==> config.mk <==
export PLATFORM = sky130hd
export DESIGN_NAME = uart_tx_drv
export DESIGN_NICKNAME = d
export VERILOG_FILES = /design/src/rtl/uart_tx_drv.sv
export SDC_FILE = /design/constraint.sdc
export NUM_CORES = 1
export LEC_CHECK = 0
export CAP_MARGIN = 20
export CORE_MARGIN = 2
export CORE_UTILIZATION = 50
export CTS_BUF_LIST = sky130_fd_sc_hd__clkbuf_4 sky130_fd_sc_hd__clkbuf_8 sky130_fd_sc_hd__clkbuf_16
export DETAILED_ROUTE_END_ITERATION = 8
export PLACE_DENSITY = 0.77
export SLEW_MARGIN = 30
export SYNTH_ARGS = -nofsm -noshare
export SYNTH_HDL_FRONTEND = slang
export SYNTH_SLANG_ARGS = --single-unit
==> constraint.sdc <==
create_clock -name clk -period 4.85 [get_ports clk]
set_input_delay 0.97 -clock clk [delete_from_list [all_inputs] [get_ports clk]]
set_output_delay 0.97 -clock clk [all_outputs]
set_load 0.02 [all_outputs]
==> src/rtl/uart_tx_drv.sv <==
// uart_tx_drv: FIFO-buffered 8N1 UART transmitter driving the uart_tx pad (out_i/oe_i)
module uart_tx_drv #(
    parameter int DEPTH = 4,
    parameter int DIV_W = 16
) (
    input  logic                     clk,
    input  logic                     rst,
    input  logic [DIV_W-1:0]         div_i,
    input  logic                     enable_i,
    input  logic [7:0]               data_i,
    input  logic                     valid_i,
    output logic                     ready_o,
    output logic [$clog2(DEPTH):0]   level_o,
    output logic                     busy_o,
    output logic                     tx_o,
    output logic                     tx_en_o
);
    localparam int AW = $clog2(DEPTH);
    localparam int LW = AW + 1;

    typedef enum logic [1:0] {IDLE, START, DATA, STOP} state_t;

    state_t            state_q, state_d;
    logic [7:0]        mem_q [DEPTH];
    logic [7:0]        mem_d [DEPTH];
    logic [AW-1:0]     wr_ptr_q, wr_ptr_d, rd_ptr_q, rd_ptr_d;
    logic [LW-1:0]     level_q, level_d;
    logic [7:0]        shift_q, shift_d;
    logic [2:0]        bit_cnt_q, bit_cnt_d;
    logic [DIV_W-1:0]  baud_q, baud_d, div_q, div_d, div_clamp;
    logic              tx_q, tx_d, tx_en_q, tx_en_d;
    logic              push, pop, can_start, bit_end;

    assign ready_o   = level_q != LW'(DEPTH);
    assign level_o   = level_q;
    assign busy_o    = state_q != IDLE;
    assign tx_o      = tx_q;
    assign tx_en_o   = tx_en_q;
    assign push      = valid_i && ready_o;
    assign can_start = enable_i && (level_q != '0);
    assign bit_end   = baud_q == '0;
    assign div_clamp = (div_i == '0) ? DIV_W'(1) : div_i;

    // FIFO storage, pointers and occupancy; a push always lands in memory before any pop can see it
    always_comb begin
        mem_d = mem_q;
        if (push) mem_d[wr_ptr_q] = data_i;
        wr_ptr_d = wr_ptr_q + AW'(push);
        rd_ptr_d = rd_ptr_q + AW'(pop);
        level_d  = level_q + LW'(push) - LW'(pop);
    end

    // Frame sequencer: baud down-counter, bit counter, shift register and serial output
    always_comb begin
        state_d   = state_q;
        shift_d   = shift_q;
        bit_cnt_d = bit_cnt_q;
        baud_d    = baud_q;
        div_d     = div_q;
        tx_d      = tx_q;
        pop       = 1'b0;
        if (state_q != IDLE && !bit_end) baud_d = baud_q - DIV_W'(1);
        case (state_q)
            IDLE: begin
                tx_d = 1'b1;
                if (can_start) begin
                    pop     = 1'b1;
                    state_d = START;
                end
            end
            START: begin
                if (bit_end) begin
                    tx_d      = shift_q[0];
                    bit_cnt_d = 3'd0;
                    baud_d    = div_q;
                    state_d   = DATA;
                end
            end
            DATA: begin
                if (bit_end) begin
                    baud_d    = div_q;
                    shift_d   = shift_q >> 1;
                    bit_cnt_d = bit_cnt_q + 3'd1;
                    tx_d      = (bit_cnt_q == 3'd7) ? 1'b1 : shift_q[1];
                    state_d   = (bit_cnt_q == 3'd7) ? STOP : DATA;
                end
            end
            STOP: begin
                if (bit_end) begin
                    pop     = can_start;
                    state_d = can_start ? START : IDLE;
                end
            end
            default: state_d = IDLE;
        endcase
        if (pop) begin
            shift_d = mem_q[rd_ptr_q];
            div_d   = div_clamp;
            baud_d  = div_clamp;
            tx_d    = 1'b0;
        end
    end

    // Pad output enable stays asserted until the frame in flight has fully completed
    always_comb begin
        tx_en_d = enable_i | busy_o;
    end

    // State registers; reset discards queued bytes and any partial frame
    always_ff @(posedge clk or posedge rst) begin
        if (rst) begin
            state_q   <= IDLE;
            for (int i = 0; i < DEPTH; i++) mem_q[i] <= '0;
            wr_ptr_q  <= '0;
            rd_ptr_q  <= '0;
            level_q   <= '0;
            shift_q   <= '0;
            bit_cnt_q <= '0;
            baud_q    <= '0;
            div_q     <= DIV_W'(1);
            tx_q      <= 1'b1;
            tx_en_q   <= 1'b0;
        end else begin
            state_q   <= state_d;
            mem_q     <= mem_d;
            wr_ptr_q  <= wr_ptr_d;
            rd_ptr_q  <= rd_ptr_d;
            level_q   <= level_d;
            shift_q   <= shift_d;
            bit_cnt_q <= bit_cnt_d;
            baud_q    <= baud_d;
            div_q     <= div_d;
            tx_q      <= tx_d;
            tx_en_q   <= tx_en_d;
        end
    end
endmodule

; Word level (Yosys, flattened, before mapping)
; Index checks and enable logic that the tools add are counted.
[word_totals]
inputBits = 28
output_inout_bits = 7
regBits = 86
[classes]
n_mux = 32
bitwise_logic = 3
add_sub_neg = 6
eq_ne = 11
magnitude_cmp = 3
reduce_logical = 19
[op_table]
columns = cell, count
row1 = 16-bit 2-to-1 mux, 5
row2 = 8-bit 2-to-1 mux, 6
row3 = 32-bit bitwise mux, 1
row4 = 16-bit logical NOT, 2
row5 = 8-bit binary-select mux with 2-bit select, 1
row6 = 8-bit demux with 2-bit select, 1
row7 = "16-bit by 1-bit subtractor with 16-bit output, second input constant", 1
row8 = "3-bit != test, second input constant", 3
row9 = 1-bit 2-to-1 mux, 8
row10 = 2-bit 2-to-1 mux, 4
row11 = "2-bit != test, second input constant", 4
row12 = 2-bit one-hot mux with 4 select lines, 1
row13 = 2-bit nonzero test, 4
row14 = "3-bit >= comparator, second input constant", 2
row15 = 3-bit 2-to-1 mux, 2
row16 = 2-bit NOT with 3-bit output, 2
row17 = 3-bit one-hot mux with 2 select lines, 1
row18 = 3-bit AND reduction, 2
row19 = 2-bit by 1-bit adder with 2-bit output, 2
row20 = "2-bit equality test, second input constant", 2
row21 = 1-bit logical AND, 4
row22 = 4-bit AND reduction, 1
row23 = 4-bit nonzero test, 1
row24 = 3-bit by 1-bit adder with 3-bit output, 1
row25 = 13 further kinds, 13

; Depth between registers and ports, before layout
[depth]
word_depth = 7
ltp_mapped = 13
mapped_depth_nobuf = 11

; Least setup slack after synthesis
; OpenSTA, ideal clock, no wires.
[synth_timing]
path_type = input -> register
from = in enable_i
to = reg level_q[2], in the netlist level_o[2]
setup_slack_ns = 1.996
setup_time_ns = 0.131
arrival_time_ns = 2.724
path_stages = 10
n_path_buf = 1
required_time_ns = 4.719
path_cell_list = o31a_1 > and4_1 > a21o_1 > clkbuf_1 > xnor2_1 > ha_1 > inv_1 > fa_1 > xnor2_1 > xnor2_1
[synth_via]
elab_chain_len = 4
word_cells_on_any_way = 5
[synth_lines]
columns = item, line
row1 = start: declaration, 9  ; input logic enable_i,
row2 = 1-bit logical AND (*), 40  ; assign can_start = enable_i && (level_q != '0);
row3 = 1-bit 2-to-1 mux (on tied branches), "89, 66"
row4 = 1-bit one-hot mux with 2 select lines (*), 63  ; case (state_q)
row5 = 3-bit by 1-bit subtractor with 3-bit output (*), 50  ; level_d = level_q + LW'(push) - LW'(pop);
row6 = net level_d[2], 27  ; logic [LW-1:0] level_q, level_d;
row7 = end signal: assignment, 128  ; level_q <= level_d;
row8 = end: declaration, 27
; Mark *: on every way through the listed nets, which the timed path passes. The rest lies on a longest branch.
; A chain may end at the register's enable or synchronous reset.

; Worst setup path after layout
[layout_timing]
from = reg state_q[0]
to = out busy_o
[layout_via]
elab_chain_len = 1
[layout_lines]
columns = item, line
row1 = start: declaration, 23  ; state_t state_q, state_d;
row2 = start signal: assignment, 124  ; state_q <= state_d;
row3 = 2-bit nonzero test, 36  ; assign busy_o = state_q != IDLE;
row4 = end: declaration, 14  ; output logic busy_o,
; Every way passes these cells.

==> reports/results.ini <==
[outcome]
status = complete, no violations

[clock_tree]
numClockSinks = 86
clock_path_buffers = 2
post_cts_resize_count = 0
worstSkewPairLatency_ns = 0.35
clk_pin_slew_ns = 0.08
tritoncts = yes
cts-buffers-inserted = 9
post-cts-setup-buffers = 0
h-tree-depth = 3
clockRootBuffer = clkbuf_8
cts_hold_buf = 0

[cells_and_area]
fin_cells = 534
antenna_cells = 0
utilization = 0.595
drive_gt1_frac = 0.159
areaGrowthSynthToFinish_pct = 15.0
final_nets = 465

[sta]
final_hold_viol_count = 0
slew_viol_final = 0
final-setup-viol-count = 0
rsz0062_at_grt = no
whs_ns = 0.478
fin_skew_ns = 0.0113
min_period_ns = 3.05
fin_ws_ns = 1.80
max-slew-margin-rel = 0.526
tightest_slew_ns = 0.705
fmax_mhz = 328
fin_tns_setup_ns = 0
finalCritPeriodShare = 0.629

[setup_path]
setup.worst_path.class = flip-flop to output pin
path_cells = inv_1 > ha_1 > inv_1 > clkdlybuf4s50_1
cp-end-kind = output pin
critPathMaxStageDelay_ns = 0.57
worstPathArrival_ns = 2.08
cp-start-kind = flip-flop
slowest_stage = clkdlybuf4s50_1
required_ns = 3.88
crit_path_max_fanout = 11
cpMostUsedCell = inv_1

[floorplan]
num_rows = 33
coreArea_um2 = 8220
io_pins = 35
die_area_um2 = 9260
dieWidth_um = 96.2
die_h_um = 96.2
start_util = 0.518

[grt]
grt_max_degree = 56
grt_pass1_vias = 2954
antenna_found_initial = 0
grt_overflow = 0
grtUsageTotal = 0.204
grt_pass1_wl_mm = 14.4

[yosys]
ys_ff_latch = 86
synth-compound-area-share = 0.101
yosys_warnings = 0
synthesis.nets = 435
synth.mux.area_fraction = 0.156
yosysSeqAreaShare = 0.507
syn_area_um2 = 4250
synth_top_family_by_area = simple AND/OR/NAND/NOR gates
synthCells = 395
async_flop_share = 1.00
synth_edf_count = 0
ys.flop_type = dfrtp_1
yosys.area_share.simple = 0.156
ys_types = 48
avgSynthCellArea_um2 = 10.8
synth-xor-area-share = 0.0185
synth_adder_area_share = 0.0371

[detailed_routing]
wirelength_mm = 8.65
drc = 0
vias = 3121
drt_pre_antenna_iters = 4
drt_iter0_markers = 185
wl_per_cell_um = 16.2
postRouteAntennaNets = 0
routed_via_density = 5.84

[worst_hold_path]
hold_path_class = flip-flop to flip-flop

[job]
cap_violations = 0

[place]
gp_congestion = 0.862
place_hpwl_mm = 6.09
place_inst = 519
preCtsSetupSlack_ns = 1.69
portBuffers = 34

[power_and_ir_drop]
p_leak_nw = 2.14
ir_drop_v = 0.000321
power_density_nw_per_um2 = 639

## cells in the mapped netlist, drive strengths merged, types with 2 or more instances
cell type | n | share of area
nor3 | 13 | 0.015
nand2 | 69 | 0.061
a21o | 3 | 0.0053
nor2 | 16 | 0.014
nand3b | 2 | 0.0035
ha | 11 | 0.032
mux2 | 34 | 0.090
xnor2 | 8 | 0.016
o22ai | 3 | 0.0044
a31oi | 4 | 0.0059
nor4 | 14 | 0.021
inv | 9 | 0.0079
a311oi | 3 | 0.0062
nand2b | 2 | 0.0029
o31a | 2 | 0.0041
dfrtp | 84 | 0.49
or4 | 4 | 0.0071
nor4b | 2 | 0.0041
and4 | 2 | 0.0041
a32o | 2 | 0.0047
o211ai | 3 | 0.0053
nand3 | 6 | 0.0071
mux4 | 8 | 0.042
and3 | 3 | 0.0044
a21oi | 8 | 0.0094
buf | 4 | 0.0041
or3 | 3 | 0.0056
clkbuf | 14 | 0.012
o21ai | 29 | 0.034
a211oi | 3 | 0.0053
mux2i | 10 | 0.024
a221oi | 2 | 0.0041
dfstp | 2 | 0.012
nand4 | 2 | 0.0029
## cells in the final DEF, fill, tap and decap left out, types with 4 or more instances in the layout
cell type	count
a31oi_1	4
nor3_1	12
mux2i_1	10
or4_1	4
nand2_1	69
nor4_1	14
xnor2_1	8
o21ai_0	28
inv_1	8
mux4_2	8
dfrtp_1	84
a21oi_1	7
nor2_1	16
clkdlybuf4s50_1	34
ha_1	11
mux2_2	34
nand3_1	6
clkbuf_8	10
## worst max-delay path, delay by kind of cell, from the launching register on
kind,cells,cell delay (ns)
adder cells (fa/ha/maj),1,0.43
buffers and inverters,3,0.89
flip-flops,1,0.43
## logic make-up after synthesis
group                      Yosys count
DFF                                 86
and+or+nand+nor                    140
adders and majority gates           12
muxes                               52
AOI/OAI and AO/OA                   68
buffers and inverters               28
xor gates and xnor gates             9
## sequential cells by signal, indices dropped and copies added, names as in the netlist
signal,cells
rd_ptr_q,2
level_o,3
wr_ptr_q,2
mem_q,32
bit_cnt_q,3
shift_q,8
baud_q,16
tx_o,1
tx_en_o,1
state_q,2
div_q,16
## power by group
group | internal [mW] | switching (mW)
Clock | 0.259 | 0.249
Combinational | 0.640 | 0.607
Sequential | 1.07 | 0.300
## layer usage
layer	vias to the layer above	routed length [um]	track usage
li1	1499	-	-
met1	1565	3840	0.260
met2	47	4400	0.345
met3	10	291	0.0509
met4	0	116	0.0571
met5	-	0	0
## path summary, 6_finish.rpt
kind | start | to | slack [ns] | cells past startpoint
min reg2reg | div_q[14] | div_q[14] | 0.48 | 2
min in group asynchronous | rst | mem_q[0] | 1.07 | 2
max reg2reg | baud_q[0] | level_o[2] | 1.93 | 11
max | state_q[0] | busy_o | 1.80 | 4
min | div_q[14] | div_q[14] | 0.48 | 2
max in group asynchronous | rst | div_q[6] | 2.92 | 3
## through the flow
step	power [mW]	area (um^2)
6_report	3.13	4890
5_1_grt	3.36	4890
4_1_cts	3.14	4890
3_5_place_dp	2.62	4690
3_3_place_gp	2.55	4680
2_1_floorplan	2.27	4250
## cell type report
| cell class | count | area [um^2] |
|---|---|---|
| fillers | 699 | 3330 |
| flip-flops and latches | 86 | 2150 |
| multi-input cells | 281 | 2000 |
| repair buffers | 37 | 363 |
| clock buffers | 11 | 145 |
| well taps | 105 | 131 |
| clock inverters | 4 | 56.3 |
| inverters | 10 | 40.0 |
Power figures use the tool's default switching activity.
